File: config.mk
export PLATFORM = sky130hd
export DESIGN_NAME = rr_mux_arbiter
export DESIGN_NICKNAME = d
export VERILOG_FILES = /design/src/rtl/arb_defs.sv /design/src/rtl/MUX_4to1.sv /design/src/rtl/rr_mux_arbiter.sv
export SDC_FILE = /design/constraint.sdc
export NUM_CORES = 1
export LEC_CHECK = 0
export BUFFER_PORTS_ARGS = -buffer_cell sky130_fd_sc_hd__buf_2
export CAP_MARGIN = 20
export CORE_MARGIN = 2
export CORE_UTILIZATION = 50
export CTS_CLUSTER_DIAMETER = 200
export DETAILED_ROUTE_END_ITERATION = 8
export GPL_ROUTABILITY_DRIVEN = 1
export PLACE_DENSITY = 0.77
export SLEW_MARGIN = 20
export SYNTH_ARGS = -nofsm -noshare
export SYNTH_HDL_FRONTEND = slang
export SYNTH_HIERARCHICAL = 1
export SYNTH_SLANG_ARGS = --single-unit
File: constraint.sdc
create_clock -name clk -period 5.5 [get_ports clk]
set_clock_uncertainty 0.15 [all_clocks]
set_input_delay 0 -clock clk [delete_from_list [all_inputs] [get_ports clk]]
set_output_delay 0 -clock clk [all_outputs]
set_load 0.02 [all_outputs]
File: src/rtl/arb_defs.sv
// Shared definitions for the round-robin mux arbiter: FSM encodings,
// burst counter width and the round-robin search result type.
package arb_defs;

  localparam int CNT_W = 4;

  localparam logic [0:0] ST_IDLE = 1'b0;
  localparam logic [0:0] ST_BUSY = 1'b1;

  typedef struct packed {
    logic       found;
    logic [1:0] idx;
  } rr_pick_t;

endpackage

File: src/rtl/MUX_4to1.sv
// Team 4:1 single-bit multiplexer: Y = I[S].
module MUX_4to1 (
  input  logic [3:0] I,
  input  logic [1:0] S,
  output logic       Y
);

  // Select one data bit by the 2-bit select.
  always_comb begin
    Y = 1'b0;
    case (S)
      2'd0:    Y = I[0];
      2'd1:    Y = I[1];
      2'd2:    Y = I[2];
      2'd3:    Y = I[3];
      default: Y = 1'b0;
    endcase
  end

endmodule

File: src/rtl/rr_mux_arbiter.sv
// Round-robin arbiter owning a shared 4:1 mux. One requester holds the
// channel for at most BURST consecutive cycles; grant, select and valid are
// registered, the channel output Y follows I[S] combinationally.
module rr_mux_arbiter
  import arb_defs::*;
#(
  parameter int BURST = 4
) (
  input  logic       clk,
  input  logic       rst,
  input  logic [3:0] req,
  input  logic [3:0] I,
  output logic [3:0] gnt,
  output logic [1:0] S,
  output logic       Y,
  output logic       valid
);

  logic [0:0]       state_r;
  logic [CNT_W-1:0] cnt_r;
  logic [1:0]       last_r;

  logic [0:0]       state_nxt_s;
  logic [3:0]       gnt_nxt_s;
  logic [1:0]       s_nxt_s;
  logic             valid_nxt_s;
  logic [CNT_W-1:0] cnt_nxt_s;
  logic [1:0]       last_nxt_s;

  logic [3:0]       cand_req_s;
  rr_pick_t         pick_s;
  logic             burst_end_s;

  // One-hot decode of a requester index.
  function automatic logic [3:0] onehot(input logic [1:0] idx);
    onehot = 4'b0001 << idx;
  endfunction

  // Round-robin search: first set bit at or after (last+1) mod 4, wrapping.
  function automatic rr_pick_t rr_pick(input logic [3:0] req_v,
                                       input logic [1:0] last_v);
    rr_pick_t   res;
    logic [1:0] idx_v;
    res.found = 1'b0;
    res.idx   = 2'd0;
    for (int k = 1; k <= 4; k++) begin
      idx_v = last_v + 2'(k);
      if (!res.found && req_v[idx_v]) begin
        res.found = 1'b1;
        res.idx   = idx_v;
      end
    end
    return res;
  endfunction

  // Candidates for the next winner: in BUSY the current owner is excluded so
  // a waiting requester always wins over a re-grant.
  always_comb begin
    cand_req_s = req;
    if (state_r == ST_BUSY) begin
      cand_req_s = req & ~onehot(S);
    end else begin
      cand_req_s = req;
    end
  end

  assign pick_s      = rr_pick(cand_req_s, last_r);
  assign burst_end_s = !req[S] || (cnt_r == CNT_W'(BURST - 1));

  // Next-state logic: grant, switch, re-grant or release to IDLE.
  always_comb begin
    state_nxt_s = state_r;
    gnt_nxt_s   = gnt;
    s_nxt_s     = S;
    valid_nxt_s = valid;
    cnt_nxt_s   = cnt_r;
    last_nxt_s  = last_r;
    case (state_r)
      ST_IDLE: begin
        if (pick_s.found) begin
          state_nxt_s = ST_BUSY;
          gnt_nxt_s   = onehot(pick_s.idx);
          s_nxt_s     = pick_s.idx;
          valid_nxt_s = 1'b1;
          cnt_nxt_s   = '0;
          last_nxt_s  = pick_s.idx;
        end else begin
          state_nxt_s = ST_IDLE;
        end
      end
      ST_BUSY: begin
        if (!burst_end_s) begin
          cnt_nxt_s = cnt_r + CNT_W'(1);
        end else if (pick_s.found) begin
          gnt_nxt_s   = onehot(pick_s.idx);
          s_nxt_s     = pick_s.idx;
          valid_nxt_s = 1'b1;
          cnt_nxt_s   = '0;
          last_nxt_s  = pick_s.idx;
        end else if (req[S]) begin
          // Sole requester at burst end: fresh burst for the same owner.
          cnt_nxt_s   = '0;
          last_nxt_s  = S;
        end else begin
          // Nobody requesting: drop the grant, S keeps its last value.
          state_nxt_s = ST_IDLE;
          gnt_nxt_s   = 4'b0000;
          valid_nxt_s = 1'b0;
          cnt_nxt_s   = '0;
        end
      end
      default: begin
        state_nxt_s = ST_IDLE;
        gnt_nxt_s   = 4'b0000;
        valid_nxt_s = 1'b0;
        cnt_nxt_s   = '0;
      end
    endcase
  end

  // State and registered outputs; reset leaves req[0] with first priority.
  always_ff @(posedge clk) begin
    if (rst) begin
      state_r <= ST_IDLE;
      gnt     <= 4'b0000;
      S       <= 2'b00;
      valid   <= 1'b0;
      cnt_r   <= '0;
      last_r  <= 2'd3;
    end else begin
      state_r <= state_nxt_s;
      gnt     <= gnt_nxt_s;
      S       <= s_nxt_s;
      valid   <= valid_nxt_s;
      cnt_r   <= cnt_nxt_s;
      last_r  <= last_nxt_s;
    end
  end

  MUX_4to1 u_mux (
    .I (I),
    .S (S),
    .Y (Y)
  );

endmodule

==> results of run 1 <==
final timing paths:
kind / start / cells after the start / to / slack (ns)
worst max-delay path: last_r[0] / 6 / gnt[1] / 2.95
worst max register to register: last_r[0] / 6 / gnt[1] / 2.95
worst min-delay path: I[1] / 3 / Y / 0.29
worst min register to register: valid / 2 / valid / 0.31
state kept, by name, summed over array words and instances (netlist names):
name     flops
valid        1
cnt_r        4
S            2
last_r       2
gnt          4
state_r      1
report_power, final:
| part | switching [W] | internal [W] | total (W) |
|---|---|---|---|
| sequential | 0.0000551 | 0.000127 | 0.000182 |
| clock | 0.0000349 | 0.0000404 | 0.0000753 |
| combinational | 0.000159 | 0.000125 | 0.000285 |
| total | 0.000249 | 0.000292 | 0.000542 |
metal layers:
layer,vias to the layer above,wire length (µm)
met5,-,0
met4,0,26
met3,6,167
met2,49,1170
met1,434,963
li1,468,-
metrics by stage:
stage | instances | hold slack (ns) | util, %
2_1_floorplan | 113 | 0.0521 | -
3_3_place_gp | 148 | 0.185 | 58.6
3_5_place_dp | 148 | 0.182 | 58.6
4_1_cts | 157 | 0.291 | 63.4
5_1_grt | 157 | 0.327 | 63.4
6_report | 157 | 0.287 | 63.4
worst max-delay path, stage by stage (launching register included):
cell	delay, ns
dfxtp_1	0.80
xor2_4	0.19
a31oi_2	0.40
nand2b_1	0.12
a311oi_2	0.48
inv_1	0.08
a32o_1	0.23
synthesized netlist by cell type, types with 3 or more instances:
library cell  instances
nand2_1               7
clkbuf_1              3
nor2_1               14
a21oi_1              11
dfxtp_1              14
o21ai_0               5
nand2b_1              7
nand3_1               3
inv_1                 4
final cells by class:
class,instances,area (µm²),area share [%]
tap,25,31.3,2.77
inverter,4,15.0,1.33
sequential,14,280,24.8
timing repair buffer,22,135,11.9
clock buffer,4,36.3,3.21
multi-input combinational,88,633,56.0
cell families (layout without fill, tap and decap cells):
| family | Yosys count | in the layout | share of synthesized area, % |
|---|---|---|---|
| buf+inv | 11 | 30 | 5.93 |
| mux | 5 | 5 | 7.86 |
| xor+xnor | 1 | 1 | 2.84 |
| flops | 14 | 14 | 28.9 |
| compound gates | 43 | 43 | 34.5 |
| fa+ha+maj | 1 | 1 | 1.29 |
| simple gates | 38 | 38 | 18.7 |
repair_timing:
| item | 4_1_cts | 5_1_grt |
|---|---|---|
| hold buffers | 5 | 0 |
| hold endpoints to repair | 9 | 0 |
| endpoints found under the setup margin | 0 | 0 |
| resized for setup | 0 | 0 |
==> qor.yml, run 1 <==
run_status:
  outcome: "complete, no violations"
drt:
  vias: 957
  route.detailed.drc: 0
  wl_mm: 2.33
  antenna_left: 0
  routedWlPerCell_um: 14.8
  drt-pass1-iter-count: 4
  via_per_inst: 6.10
  first_iter_violations: 34
place:
  post_dp_cell_area_um2: 1040
  gpl.final_weighted_congestion: 0.901
  io_buffer_count: 17
  dp_slack_ns: 2.97
  post-dp-hpwl_mm: 1.67
pwr:
  power.total_w: 0.000542
  leakagePower_nw: 0.449
  power.density_cell_area_nw_per_um2: 479
  max-vdd-ir-drop_mv: 0.230
synth:
  yosysTopAreaCell: "dfxtp_1"
  syn_avg_cell_area_um2: 8.59
  netlist_top_cells_area: "dfxtp_1, a21oi_1, nor2_1, mux4_2, nand2b_1"
  netlist_area_um2: 971
  synth_nets: 124
  yosysWarningCount: 6
  flip_flop_and_latch_count_after_synthesis: 14
  ys.flop_type: "dfxtp_1"
  yosysUniqueCellTypes: 41
  synth_enable_flop_cells: 0
  synthCells: 113
  synthDominantCellAreaShare_pct: 28.9
  yosysSeqAreaShare_pct: 28.9
  postSynth.asyncResetShare_pct: 0
grt:
  antenna_found_initial: 0
  gr-max-usage-layer: "met2"
  global_route.usage.met3_pct: 5.66
  met2_usage_pct: 38.7
  grt_max_degree: 19
  global_route_total_usage_across_every_layer_pct: 21.9
  grt_met1_usage_pct: 25.8
  grt_pass1_vias: 809
  grt_pass1_wl_mm: 3.42
  global_route.overflow_total: 0
worst_setup_path:
  worst-path-max-fanout: 18
  criticalPathCategory: "reg -> reg"
  timing.critical_path.arrival_ns: 2.58
  worst_setup_path_end_kind: "flip-flop"
  timing.critical_path.required_ns: 5.54
  crit_path_start_kind: "flip-flop"
sta:
  finalSetupViolations: 0
  timing.final.max_slew_violations: 0
  max_clock_freq_ghz: 0.393
  max-slew-margin-rel_pct: 51.5
  worst_pin_slew_ns: 0.726
  final_hold_viol_count: 0
  grt_setup_unrepaired: "false"
  final.min_clock_period_ns: 2.55
  setup_slack_ns: 2.95
  tns_ns: 0
  layout_worst_path_cycle_share_pct: 46.3
finish:
  fillers: 150
  antenna_cells: 0
  area_delta_synth_final_pct: 16.5
  mostFrequentLayoutCells: "buf_2, dfxtp_1, nor2_1, a21oi_1"
  share_of_cells_above_drive_strength_1_pct: 23.5
  stdcell_area_um2: 1130
  nNetsFinal: 144
  mostFrequentLayoutCell: "buf_2"
clock_tree:
  clk_path_buf_depth: 2
  tritoncts_clock_tree: "yes"
  htree_num_levels: 1
  tritoncts_num_sinks: 14
  cts.reportedPaths.clkPinSlew_ns: 0.08
  postCtsSetupBuffers: 0
  clk_root_buffer_cell: "clkbuf_4"
  clock_latency_ns: 0.29
  numCtsBuffers: 3
die:
  std_cell_rows: 15
  io-pin-count: 18
  design.die.area_um2: 2310
  core_area_um2: 1780
  die_y_um: 48.1
  fp.dieW_um: 48.1
  initial_utilization_pct: 54.5
min_path:
  hp-class: "in -> out"
flow_run:
  max_cap_viol_count: 0
(Power assumes the default switching activity.)
==> run 2: changes to the inputs <==
--- a/config.mk
+++ b/config.mk
@@ -5,10 +5,11 @@
 export SDC_FILE = /design/constraint.sdc
 export NUM_CORES = 1
 export LEC_CHECK = 0
+export ABC_AREA = 1
 export BUFFER_PORTS_ARGS = -buffer_cell sky130_fd_sc_hd__buf_2
 export CAP_MARGIN = 20
 export CORE_MARGIN = 2
-export CORE_UTILIZATION = 50
+export CORE_UTILIZATION = 48
 export CTS_CLUSTER_DIAMETER = 200
 export DETAILED_ROUTE_END_ITERATION = 8
 export GPL_ROUTABILITY_DRIVEN = 1
==> constraint.sdc (replaced) <==
create_clock -name clk -period 2.3 [get_ports clk]
set_clock_uncertainty 0.15 [all_clocks]
set_input_delay 0 -clock clk [delete_from_list [all_inputs] [get_ports clk]]
set_output_delay 0 -clock clk [all_outputs]
set_load 0.02 [all_outputs]
==> qor.yml, run 2 <==
synth:
  ys.flop_type: "dfxtp_1"
  postSynth.asyncResetShare_pct: 0
  yosysWarningCount: 6
  yosysUniqueCellTypes: 23
  yosysSeqAreaShare_pct: 28.6
  netlist_top_cells_area: "dfxtp_1, nand2_1, nand3_1, a21oi_1, inv_1"
  synth_nets: 170
  flip_flop_and_latch_count_after_synthesis: 14
  synth_enable_flop_cells: 0
  netlist_area_um2: 980
  synthDominantCellAreaShare_pct: 28.6
  post_synth_mux_area_share_pct: 0
  synthCells: 159
  syn_avg_cell_area_um2: 6.16
  synthAdderAreaFrac_pct: 1.28
  synthMostInstantiatedCell: "nand2_1"
  yosysTopAreaCell: "dfxtp_1"
  synthSimpleGateAreaFrac_pct: 42.1
  synth_compound_gate_area_share_pct: 14.2
  combinational_family_with_the_most_area_after_synthesis: "simple AND/OR/NAND/NOR gates"
  post_synth_xor_area_fraction_pct: 4.21
  synth_commonest_cells: "nand2_1, nand3_1, a21oi_1, dfxtp_1, inv_1"
pwr:
  power.total_w: 0.00169
  power.density_cell_area_nw_per_um2: 1500
  max-vdd-ir-drop_mv: 0.770
  leakagePower_nw: 0.567
worst_setup_path:
  cpMostUsedCell: "nand3_1"
  ff2ff_setup_slack_ns: 0.24
  criticalPathCategory: "reg -> reg"
  timing.critical_path.required_ns: 2.36
  crit_path_start_kind: "flip-flop"
  crit_path_top_delay_cell: "dfxtp_1"
  crit_chain: "inv_1 > nand3_1 > nand3_1 > nand3_1 > nand2_1 > inv_2 > nand3_1 > nand3_1 > nand2_1 > nor2_1 > nand2_1 > a21oi_1"
  critPathBufInv: 2
  timing.critical_path.max_delay_family: "simple AND/OR/NAND/NOR gates"
  worst_setup_path_end_kind: "flip-flop"
  critical-path-max-stage-delay_ns: 0.52
  worst-path-max-fanout: 10
  timing.critical_path.arrival_ns: 2.12
flow_run:
  max_cap_viol_count: 0
clock_tree:
  postCtsSetupBuffers: 0
  cts.reportedPaths.clkPinSlew_ns: 0.09
  htree_num_levels: 1
  numCtsBuffers: 3
  tritoncts_clock_tree: "yes"
  clk_path_buf_depth: 2
  clk_root_buffer_cell: "clkbuf_4"
  clock_latency_ns: 0.28
  tritoncts_num_sinks: 14
grt:
  grt_pass1_vias: 904
  global_route_total_usage_across_every_layer_pct: 18.9
  grt_pass1_wl_mm: 3.71
  grt_max_degree: 13
  global_route.overflow_total: 0
  antenna_found_initial: 0
sta:
  worst_hold_slack_ns: 0.0771
  max-slew-margin-rel_pct: 73.3
  grt_setup_unrepaired: "false"
  tns_ns: 0
  final.min_clock_period_ns: 2.06
  max_clock_freq_ghz: 0.485
  layout_worst_path_cycle_share_pct: 89.7
  worst_pin_slew_ns: 0.400
  final_hold_viol_count: 0
  timing.final.max_slew_violations: 0
  finalSetupViolations: 0
die:
  initial_utilization_pct: 50.5
  design.die.area_um2: 2420
  std_cell_rows: 16
  io-pin-count: 18
  core_area_um2: 1940
  fp.dieW_um: 49.2
  die_y_um: 49.2
finish:
  mostFrequentLayoutCells: "nand2_1, nand3_1, buf_2, a21oi_1, inv_1"
  area_delta_synth_final_pct: 15.2
  fin_util_pct: 58.1
  layout_top_registers: "cnt_r x4, gnt x4"
  mostFrequentLayoutCell: "nand2_1"
  final-seq-area_um2: 283
  share_of_cells_above_drive_strength_1_pct: 20.2
  multiInputGateArea_um2: 606
  fillers: 192
  antenna_cells: 0
  nNetsFinal: 190
drt:
  routedWlPerCell_um: 10.9
  route.detailed.drc: 0
  vias: 1022
  via_per_inst: 4.99
  wl_mm: 2.23
  antenna_left: 0
  drt-pass1-iter-count: 4
  first_iter_violations: 20
place:
  post-dp-hpwl_mm: 1.78
  gpl.final_weighted_congestion: 0.838
  io_buffer_count: 17
run_status:
  outcome: "complete, no violations"
min_path:
  hp-class: "in -> reg"
==> run 2: layer usage <==
metal | track usage [%] | vias to the layer above | part of all wire (%)
li1 | - | 555 | -
met1 | 23.6 | 447 | 48
met2 | 34.0 | 15 | 48
met3 | 1.84 | 5 | 2.6
met4 | 5.71 | 0 | 1.2
met5 | 0 | - | 0
==> run 2: kinds of logic (layout without fill, tap and decap cells) <==
family                     after synthesis  after routing
DFF                                     14             14
and+or+nand+nor                         93             93
buffers and inverters                   23             42
AOI/OAI and AO/OA                       25             25
adders and majority gates                1              1
xor gates and xnor gates                 3              3
==> run 2: repair_timing <==
| item | CTS | global route |
|---|---|---|
| hold buffers | 1 | 0 |
| endpoints found under the setup margin | 0 | 7 |
| resized for setup | 0 | 2 |
| endpoints found under the hold margin | 11 | 0 |
==> run 2: final cells by class <==
cell class / count / share of cell area [%]
repair buffers: 18 / 8.43
inverters: 20 / 6.65
multi-input cells: 122 / 53.7
clock buffers: 4 / 3.22
flip-flops and latches: 14 / 25.1
well taps: 27 / 2.99
==> run 2: per-stage QoR <==
step           cells  area (µm²)  worst slack [ns]
3_3_place_gp     200        1080             0.195
6_report         205        1130             0.238
3_5_place_dp     200        1080             0.166
4_1_cts          205        1130             0.150
5_1_grt          205        1130            0.0292
2_1_floorplan    159         980             0.371
==> run 2: path summary, 6_finish.rpt <==
path,from,end,cells after the start
setup / recovery,S[1],gnt[1],12
hold / removal,req[0],state_r,5
setup reg to reg,S[1],gnt[1],12
hold reg to reg,gnt[0],gnt[0],2
==> run 2: where the power goes <==
group,total [W],switching [W],internal (W),leakage (nW)
registers,0.000427,0.000109,0.000318,0.115
logic,0.00108,0.000727,0.000356,0.431
clock network,0.000178,0.0000821,0.0000963,0.0210
==> run 2: worst min-delay path: cells and delay by family <==
kind            cells  cell delay (ns)
compound gates      1             0.17
buf+inv             1             0.10
simple gates        3             0.21
